## src/rtl/axis_pack2fifo.sv

```systemverilog
//------------------------------------------------------------------------------
// axis_pack2fifo : packs narrow AXI4-Stream beats (first beat in MS slot) into
// wide FIFO words, aligned to SOF, honouring FIFO backpressure.
// Option: define AXIS_PACK_TLAST_FLUSH_EN to emit partial words on TLAST.
// Rev 1.0
//------------------------------------------------------------------------------
`default_nettype none

module axis_pack2fifo #(
   parameter int FAW             = 8,
   parameter int AXIS_DATA_WIDTH = 32,
   parameter int AXI4_DATA_WIDTH = 128,
   parameter int FIFO_HEADROOM   = 2
) (
   input  logic                       S_AXIS_ACLK,
   input  logic                       S_AXIS_ARESETN,
   input  logic                       S_AXIS_TVALID,
   output logic                       S_AXIS_TREADY,
   input  logic [AXIS_DATA_WIDTH-1:0] S_AXIS_TDATA,
   input  logic                       S_AXIS_TLAST,
   input  logic                       S_AXIS_USER,
   input  logic                       fwr_rdy,
   output logic                       fwr_vld,
   output logic [AXI4_DATA_WIDTH-1:0] fwr_dat,
   input  logic                       fwr_full,
   input  logic [FAW:0]               fwr_cnt,
   output logic [7:0]                 sync_err_cnt
);

   localparam int R  = AXI4_DATA_WIDTH / AXIS_DATA_WIDTH;
   localparam int SW = $clog2(R);
   localparam logic [SW-1:0]  LAST_SLOT = SW'(R - 1);
   localparam logic [FAW+1:0] CNT_LIMIT = (FAW+2)'((2 ** FAW) - FIFO_HEADROOM);

`ifdef AXIS_PACK_TLAST_FLUSH_EN
   localparam bit FLUSH_EN = 1'b1;
`else
   localparam bit FLUSH_EN = 1'b0;
`endif

   typedef enum logic [0:0] {
      SEEK = 1'b0,
      PACK = 1'b1
   } state_t;

   state_t                     state_q, state_d;
   logic [SW-1:0]              slot_q, slot_d;
   logic [AXI4_DATA_WIDTH-1:0] acc_q, acc_d;
   logic [AXI4_DATA_WIDTH-1:0] dat_q, dat_d;
   logic                       vld_q, vld_d;
   logic [7:0]                 err_q, err_d;

   logic                       space_ok;
   logic                       xfer;
   logic                       tready;
   logic                       accept;
   logic                       sof;
   logic [SW-1:0]              slot_eff;
   logic [AXI4_DATA_WIDTH-1:0] acc_ins;

   // No TVALID term here: ready depends only on state and FIFO-side inputs.
   always_comb begin
      space_ok = ({1'b0, fwr_cnt} <= CNT_LIMIT);
      xfer     = vld_q & fwr_rdy & ~fwr_full;
      tready   = S_AXIS_ARESETN &
                 ((state_q == SEEK) | (space_ok & (~vld_q | xfer)));
      accept   = S_AXIS_TVALID & tready;
      sof      = accept & S_AXIS_USER;
   end

   always_comb begin
      state_d  = state_q;
      slot_d   = slot_q;
      acc_d    = acc_q;
      dat_d    = dat_q;
      vld_d    = vld_q & ~xfer;
      err_d    = err_q;
      // An SOF beat always restarts the word, discarding any partial data.
      slot_eff = sof ? '0 : slot_q;
      acc_ins  = sof ? '0 : acc_q;
      acc_ins[AXI4_DATA_WIDTH - 1 - int'(slot_eff) * AXIS_DATA_WIDTH -: AXIS_DATA_WIDTH] = S_AXIS_TDATA;

      if (sof) begin
         state_d = PACK;
         if ((state_q == PACK) && (slot_q != '0) && (err_q != 8'hFF))
            err_d = err_q + 8'd1;
      end

      if (accept && (sof || (state_q == PACK))) begin
         if ((slot_eff == LAST_SLOT) || (FLUSH_EN && S_AXIS_TLAST)) begin
            dat_d  = acc_ins;
            vld_d  = 1'b1;
            acc_d  = '0;
            slot_d = '0;
         end else begin
            acc_d  = acc_ins;
            slot_d = slot_eff + 1'b1;
         end
      end
   end

   always_ff @(posedge S_AXIS_ACLK or negedge S_AXIS_ARESETN) begin
      if (!S_AXIS_ARESETN) begin
         state_q <= SEEK;
         slot_q  <= '0;
         acc_q   <= '0;
         dat_q   <= '0;
         vld_q   <= 1'b0;
         err_q   <= '0;
      end else begin
         state_q <= state_d;
         slot_q  <= slot_d;
         acc_q   <= acc_d;
         dat_q   <= dat_d;
         vld_q   <= vld_d;
         err_q   <= err_d;
      end
   end

   assign S_AXIS_TREADY = tready;
   assign fwr_vld       = vld_q;
   assign fwr_dat       = dat_q;
   assign sync_err_cnt  = err_q;

endmodule

`default_nettype wire

```

## config.mk

```make
export PLATFORM = sky130hd
export DESIGN_NAME = axis_pack2fifo
export DESIGN_NICKNAME = d
export VERILOG_FILES = /design/src/rtl/axis_pack2fifo.sv
export SDC_FILE = /design/constraint.sdc
export NUM_CORES = 1
export LEC_CHECK = 0
export ABC_AREA = 0
export BUFFER_PORTS_ARGS = -buffer_cell sky130_fd_sc_hd__buf_4
export CORE_UTILIZATION = 40
export DETAILED_ROUTE_END_ITERATION = 10
export HOLD_SLACK_MARGIN = 0.15
export PLACE_DENSITY = 0.63
export SYNTH_ARGS = -nofsm -noshare
export SYNTH_HDL_FRONTEND = slang
export SYNTH_SLANG_ARGS = --single-unit
```

## constraint.sdc

```tcl
create_clock -name S_AXIS_ACLK -period 2.9 [get_ports S_AXIS_ACLK]
set_clock_uncertainty 0.2 [all_clocks]
set_input_delay 0.29 -clock S_AXIS_ACLK [delete_from_list [all_inputs] [get_ports S_AXIS_ACLK]]
set_output_delay 0.29 -clock S_AXIS_ACLK [all_outputs]
set_load 0.01 [all_outputs]
```

# Yosys cells after proc, flatten, opt, wreduce, memory -nomap -nowiden
# Cells that the tools add are included.
[classes] n_addsub=4 order_cmp=1 n_eq_ne=2 n_shift=2 muxes=7 bitwise=13 reduce_logical=7
[ops] operator="$mux W128" n=2
[ops] operator="$shift A32 B33 Y159 const A" n=1
[ops] operator="$shiftx A32 B33 Y159" n=1
[ops] operator="$bwmux W128" n=1
[ops] operator="$neg A8 Y33" n=1
[ops] operator="$le A9 B8 Y1 const B" n=1
[ops] operator="$add A8 B1 Y8 const B" n=1
[ops] operator="$ne A8 B8 Y1 const B" n=1
[ops] operator="$sub A7 B7 Y8 const A" n=1
[ops] operator="$and A1 B1 Y1" n=7
[ops] operator="$mux W2" n=2
[ops] operator="$not A1 Y1" n=4
[ops] operator="$reduce_and A2 Y1" n=2
[ops] operator="$logic_and A1 B1 Y1" n=3
[ops] operator="$add A2 B1 Y2 const B" n=1
[ops] operator="$eq A2 B2 Y1 const B" n=1
[ops] operator="$mux W1" n=2
[ops] operator="$or A1 B1 Y1" n=2
[ops] operator="$reduce_bool A2 Y1" n=1
[ops] operator="$logic_or A1 B1 Y1" n=1
[totals] regBits=268 inputBits=48 output_inout_bits=138

# Longest topological paths before layout
[depth] depth_word=14 mapped_depth=11

# Least setup slack after synthesis
# OpenSTA, ideal clock, no wires.
[synth_path] path_type="input -> register" from="input fwr_cnt[5]" to="register acc_q[100]" setup_ns=0.121 arrival_ns=2.482 slack_ns=0.097 cell_stages=11 path_cell_list="and4_1 -> a221oi_2 -> clkbuf_1 -> o21ai_0 -> o21ai_0 -> ha_1 -> a21oi_1 -> o21ai_0 -> o211ai_1 -> clkbuf_1 -> a22o_1"
[synth_between] elab_chain_len=12 elab_cells_between_ends=17 cone_classes="add/sub: 2; order compare: 1; eq/ne: 1; shift: 2; mux: 4; bitwise: 5; reduce/logical: 2"
[synth_rtl] item="from (decl)" line_no="26" text="input logic [FAW:0] fwr_cnt,"
[synth_rtl] item="$le A9 B8 Y1 (*)" line_no="63" text="space_ok = ({1'b0, fwr_cnt} <= CNT_LIMIT);"
[synth_rtl] item="$and A1 B1 Y1 (*)" line_no="66" text="((state_q == SEEK) | (space_ok & (~vld_q | xfer)));"
[synth_rtl] item="$or A1 B1 Y1 (*)" line_no="66"
[synth_rtl] item="$and A1 B1 Y1 (*)" line_no="65" text="tready = S_AXIS_ARESETN &"
[synth_rtl] item="$and A1 B1 Y1 (*)" line_no="67" text="accept = S_AXIS_TVALID & tready;"
[synth_rtl] item="$and A1 B1 Y1" line_no="68" text="sof = accept & S_AXIS_USER;"
[synth_rtl] item="$mux W2" line_no="79" text="slot_eff = sof ? '0 : slot_q;"
[synth_rtl] item="$sub A7 B7 Y8" line_no="81" text="acc_ins[AXI4_DATA_WIDTH - 1 - int'(slot_eff) * AXIS_DATA_WIDTH -: AXIS_DATA_WIDTH] = S_AXIS_TDATA;"
[synth_rtl] item="$neg A8 Y33" line_no="81"
[synth_rtl] item="$shiftx A32 B33 Y159 or $shift A32 B33 Y159 (tied branches)" line_no="81"
[synth_rtl] item="$bwmux W128" line_no="81"
[synth_rtl] item="$mux W128" line_no="90" text="if ((slot_eff == LAST_SLOT) || (FLUSH_EN && S_AXIS_TLAST)) begin"
[synth_rtl] item="to (signal assigned)" line_no="106" text="acc_q <= '0;"
[synth_rtl] item="to (signal assigned)" line_no="113" text="acc_q <= acc_d;"
[synth_rtl] item="to (decl)" line_no="48" text="logic [AXI4_DATA_WIDTH-1:0] acc_q, acc_d;"
# Every way passes the cells marked *; elsewhere a longest branch is shown, timed or not.
# A chain may end at the register's enable or synchronous reset.

# Worst setup path in the final report
[layout_path] from="input S_AXIS_ARESETN" to="register acc_q[115]"
[layout_between] elab_chain_len=9 elab_cells_between_ends=14 cone_classes="add/sub: 2; eq/ne: 1; shift: 2; mux: 4; bitwise: 3; reduce/logical: 2"
[layout_rtl] item="from (decl)" line_no="16" text="input logic S_AXIS_ARESETN,"
[layout_rtl] item="$and A1 B1 Y1 (*)" line_no="65"
[layout_rtl] item="$and A1 B1 Y1 (*)" line_no="67"
[layout_rtl] item="$and A1 B1 Y1" line_no="68"
[layout_rtl] item="$mux W2" line_no="79"
[layout_rtl] item="$sub A7 B7 Y8" line_no="81"
[layout_rtl] item="$neg A8 Y33" line_no="81"
[layout_rtl] item="$shiftx A32 B33 Y159 or $shift A32 B33 Y159 (tied branches)" line_no="81"
[layout_rtl] item="$bwmux W128" line_no="81"
[layout_rtl] item="$mux W128" line_no="90"
# Marked as above.

==> results.cfg <==
[floorplan]
dieArea_um2 = 25300
die_h_um = 159
io_pins = 186
start_util_pct = 40.6
die_w_um = 159
core_area_um2 = 24200
placementRows = 57

[yosys]
syn_area_per_cell_um2 = 13.6
yosysUniqueCellTypes = 37
synthTopCellsByArea = dfrtp_1 (60%), mux2_2 (15%), a221o_1 (3.3%), a22o_1 (2.8%), a21o_1 (2.5%)
synth_edf_count = 0
synthesis.nets = 776
synth_seq_cells = 236
synthArstFlopShare_pct = 100
ys_warn_count = 0
synth_top_area_cell = dfrtp_1
netlist_area_um2 = 9850
ys_seq_area_share_pct = 60.0
synth_top_area_share_pct = 60.0
ys.flop_type = dfrtp_1
syn_inst = 726

[pwr]
internal-power_uw = 8260
vdd_drop_max_mv = 0.511
p_clk_share_pct = 28.3
p_switching_uw = 3410
p_per_area_nw_per_um2 = 903
combPwrFrac_pct = 28.2
p_sw_share_pct = 29.2
power_uw = 11700
p_leak_uw = 0.00620
pwr-share-seq_pct = 43.5

[placement]
dpl.hpwl_um = 16200
place.gp.congestion = 0.727
portBuffers = 184

[detailed_routing]
drt_iter0_drc = 416
drt-pass1-iter-count = 7
routed_wl_um = 25000
route.detailed.drc = 1
vias = 6715
vias_per_cell = 5.22
ant_nets = 0
routedWlPerCell_um = 19.5

[critical_path]
rrSetupSlack_ps = 380
critPathArrivalTime_ps = 2770
rr_worst_depth = 9
required_ps = 3090
r2r_end = acc_q[115]
cp_max_fo = 22
startpoint_type = input port
endpoint_kind = flop
critical_path_class = input port to flop
timing.rr.start = fwr_vld

[final_layout]
layout_commonest_cell = dfrtp_1
area_growth_pct = 31.1
final_cell_mix = dfrtp_1 (236), buf_4 (207), mux2_2 (130)
n_fill_cell = 2143
drive_above_1_share_pct = 40.9
antenna_cells = 0
fin_nets = 995

[clocking]
ctsResizeCount = 0
clk_path_buf_depth = 3
clock_latency_ps = 510
root_buffer = clkbuf_16
cts_buffers = 25
clk_pin_slew_worst_paths_ps = 60
cts.sinks = 236
cts_tree = yes
htreeDepth = 1

[grt]
grt_pass1_wl_um = 40000
grt_util_met2_pct = 30.0
grt_overflow_total = 0
gr-usage-met3_pct = 3.50
top_usage_layer = met1
antenna_found_initial = 1
grt_pass1_vias = 6723
grtUsageTotal_pct = 19.9
grt_start_max_net_pins = 85
grt_use_met1_pct = 30.1

[job]
maxCapViolCount = 0

[sta]
max-slew-margin-rel_pct = 44.5
hold_viol = 0
finalSetupViolCount = 0
worst_hold_slack_ps = 213
maxSlewViolCount = 0
max_slew.worst_pin.slew_ps = 832
rsz0062_at_grt = false
timing.setup.tns_ps = 0
fmax_mhz = 387
finalCriticalPeriod_ps = 2580
finalCritPeriodShare_pct = 89.0

[worst_hold_path]
whs_endpoint = sync_err_cnt[7]
worstHoldPathType = input port to flop
min_path_cells = 5
hold_start = fwr_cnt[8]

[run_status]
violations = design-rule violations
status = complete, but fails checks
[power by group through the flow]
| stage | clock, uW | combinational [uW] | sequential (uW) |
|---|---|---|---|
| after floorplan | 0 | 1550 | 5230 |
| after global placement | 0 | 3240 | 5100 |
| after detailed placement | 0 | 3290 | 5140 |
| after CTS | 3380 | 3350 | 5090 |
| after global routing | 3510 | 3580 | 5230 |
| final | 3300 | 3290 | 5080 |
[per-layer routing]
layer  up-vias  share of wire (%)
li1       3129                  -
met1      3395                 49
met2       163                 45
met3        28                4.9
met4         0                1.4
met5         -                  0
[cells by family (layout without fill, tap and decap cells)]
family | after synthesis | in the layout | share of synthesized area [%]
AO/OA/AOI/OAI | 145 | 145 | 12.3
XOR/XNOR | 7 | 7 | 0.622
adder cells (fa/ha/maj) | 2 | 2 | 0.254
buffers and inverters | 58 | 295 | 2.62
flip-flops | 236 | 236 | 60.0
multiplexers | 131 | 131 | 15.0
AND/OR/NAND/NOR | 147 | 147 | 9.24
[flip-flops by register name, indices dropped and copies added (netlist names)]
signal and count:
state_q 1, sync_err_cnt 8, fwr_dat 128, acc_q 96, fwr_vld 1, slot_q 2
[cells in the mapped netlist (2+ instances only)]
cell type	count
nor3b_1	20
xnor2_1	7
a21oi_1	4
dfrtp_1	236
buf_2	26
nor2_1	3
clkbuf_1	28
and4_1	2
a22o_1	32
and3_1	4
a21o_1	33
o21ai_0	18
a32o_1	20
ha_1	2
nand4_1	16
nand3_1	5
and2_1	35
nand2_1	22
mux2_2	130
nand2b_1	3
nor2b_1	33
a221o_1	32
[how the worst max path moves through the flow]
| stage | start | to |
|---|---|---|
| after global placement | fwr_cnt[5] | acc_q[114] |
| final | S_AXIS_ARESETN | acc_q[115] |
| after floorplan | fwr_cnt[5] | acc_q[100] |
| after detailed placement | fwr_cnt[5] | acc_q[115] |
| after CTS | S_AXIS_ARESETN | acc_q[114] |
| after global routing | S_AXIS_ARESETN | acc_q[115] |
[stage by stage]
| step | instances | worst slack [ps] | utilization [%] | instance area, um2 |
|---|---|---|---|---|
| 2_1_floorplan | 726 | 97.1 | - | 9850 |
| 3_3_place_gp | 1204 | 243 | 48.1 | 11700 |
| 3_5_place_dp | 1204 | 180 | 48.1 | 11700 |
| 4_1_cts | 1287 | 338 | 53.3 | 12900 |
| 5_1_grt | 1287 | 52.2 | 53.3 | 12900 |
| 6_report | 1287 | 318 | 53.3 | 12900 |
[worst max-delay path, stage by stage]
cell and delay [ps]:
dlygate4sd3_1 570, buf_8 140, and2_1 300, o21ai_0 170, o21ai_0 200, ha_2 240
a21oi_1 40, o21ai_0 160, o211ai_1 140, buf_4 260, a22o_1 260
[timing repair]
item,4_1_cts,5_1_grt
hold endpoints to repair,220,0
hold buffers,38,0
buffers inserted,0,0
[cell type report]
cell class,instances,area (um2),share of cell area (%)
Timing Repair Buffer,248,1990,15.4
Clock buffer,32,712,5.51
Multi-Input combinational cell,432,3740,29.0
Tap cell,324,405,3.14
Clock inverter,13,148,1.14
Inverter,2,7.51,0.0581
Sequential cell,236,5910,45.7
Power figures use the tool's default switching activity.
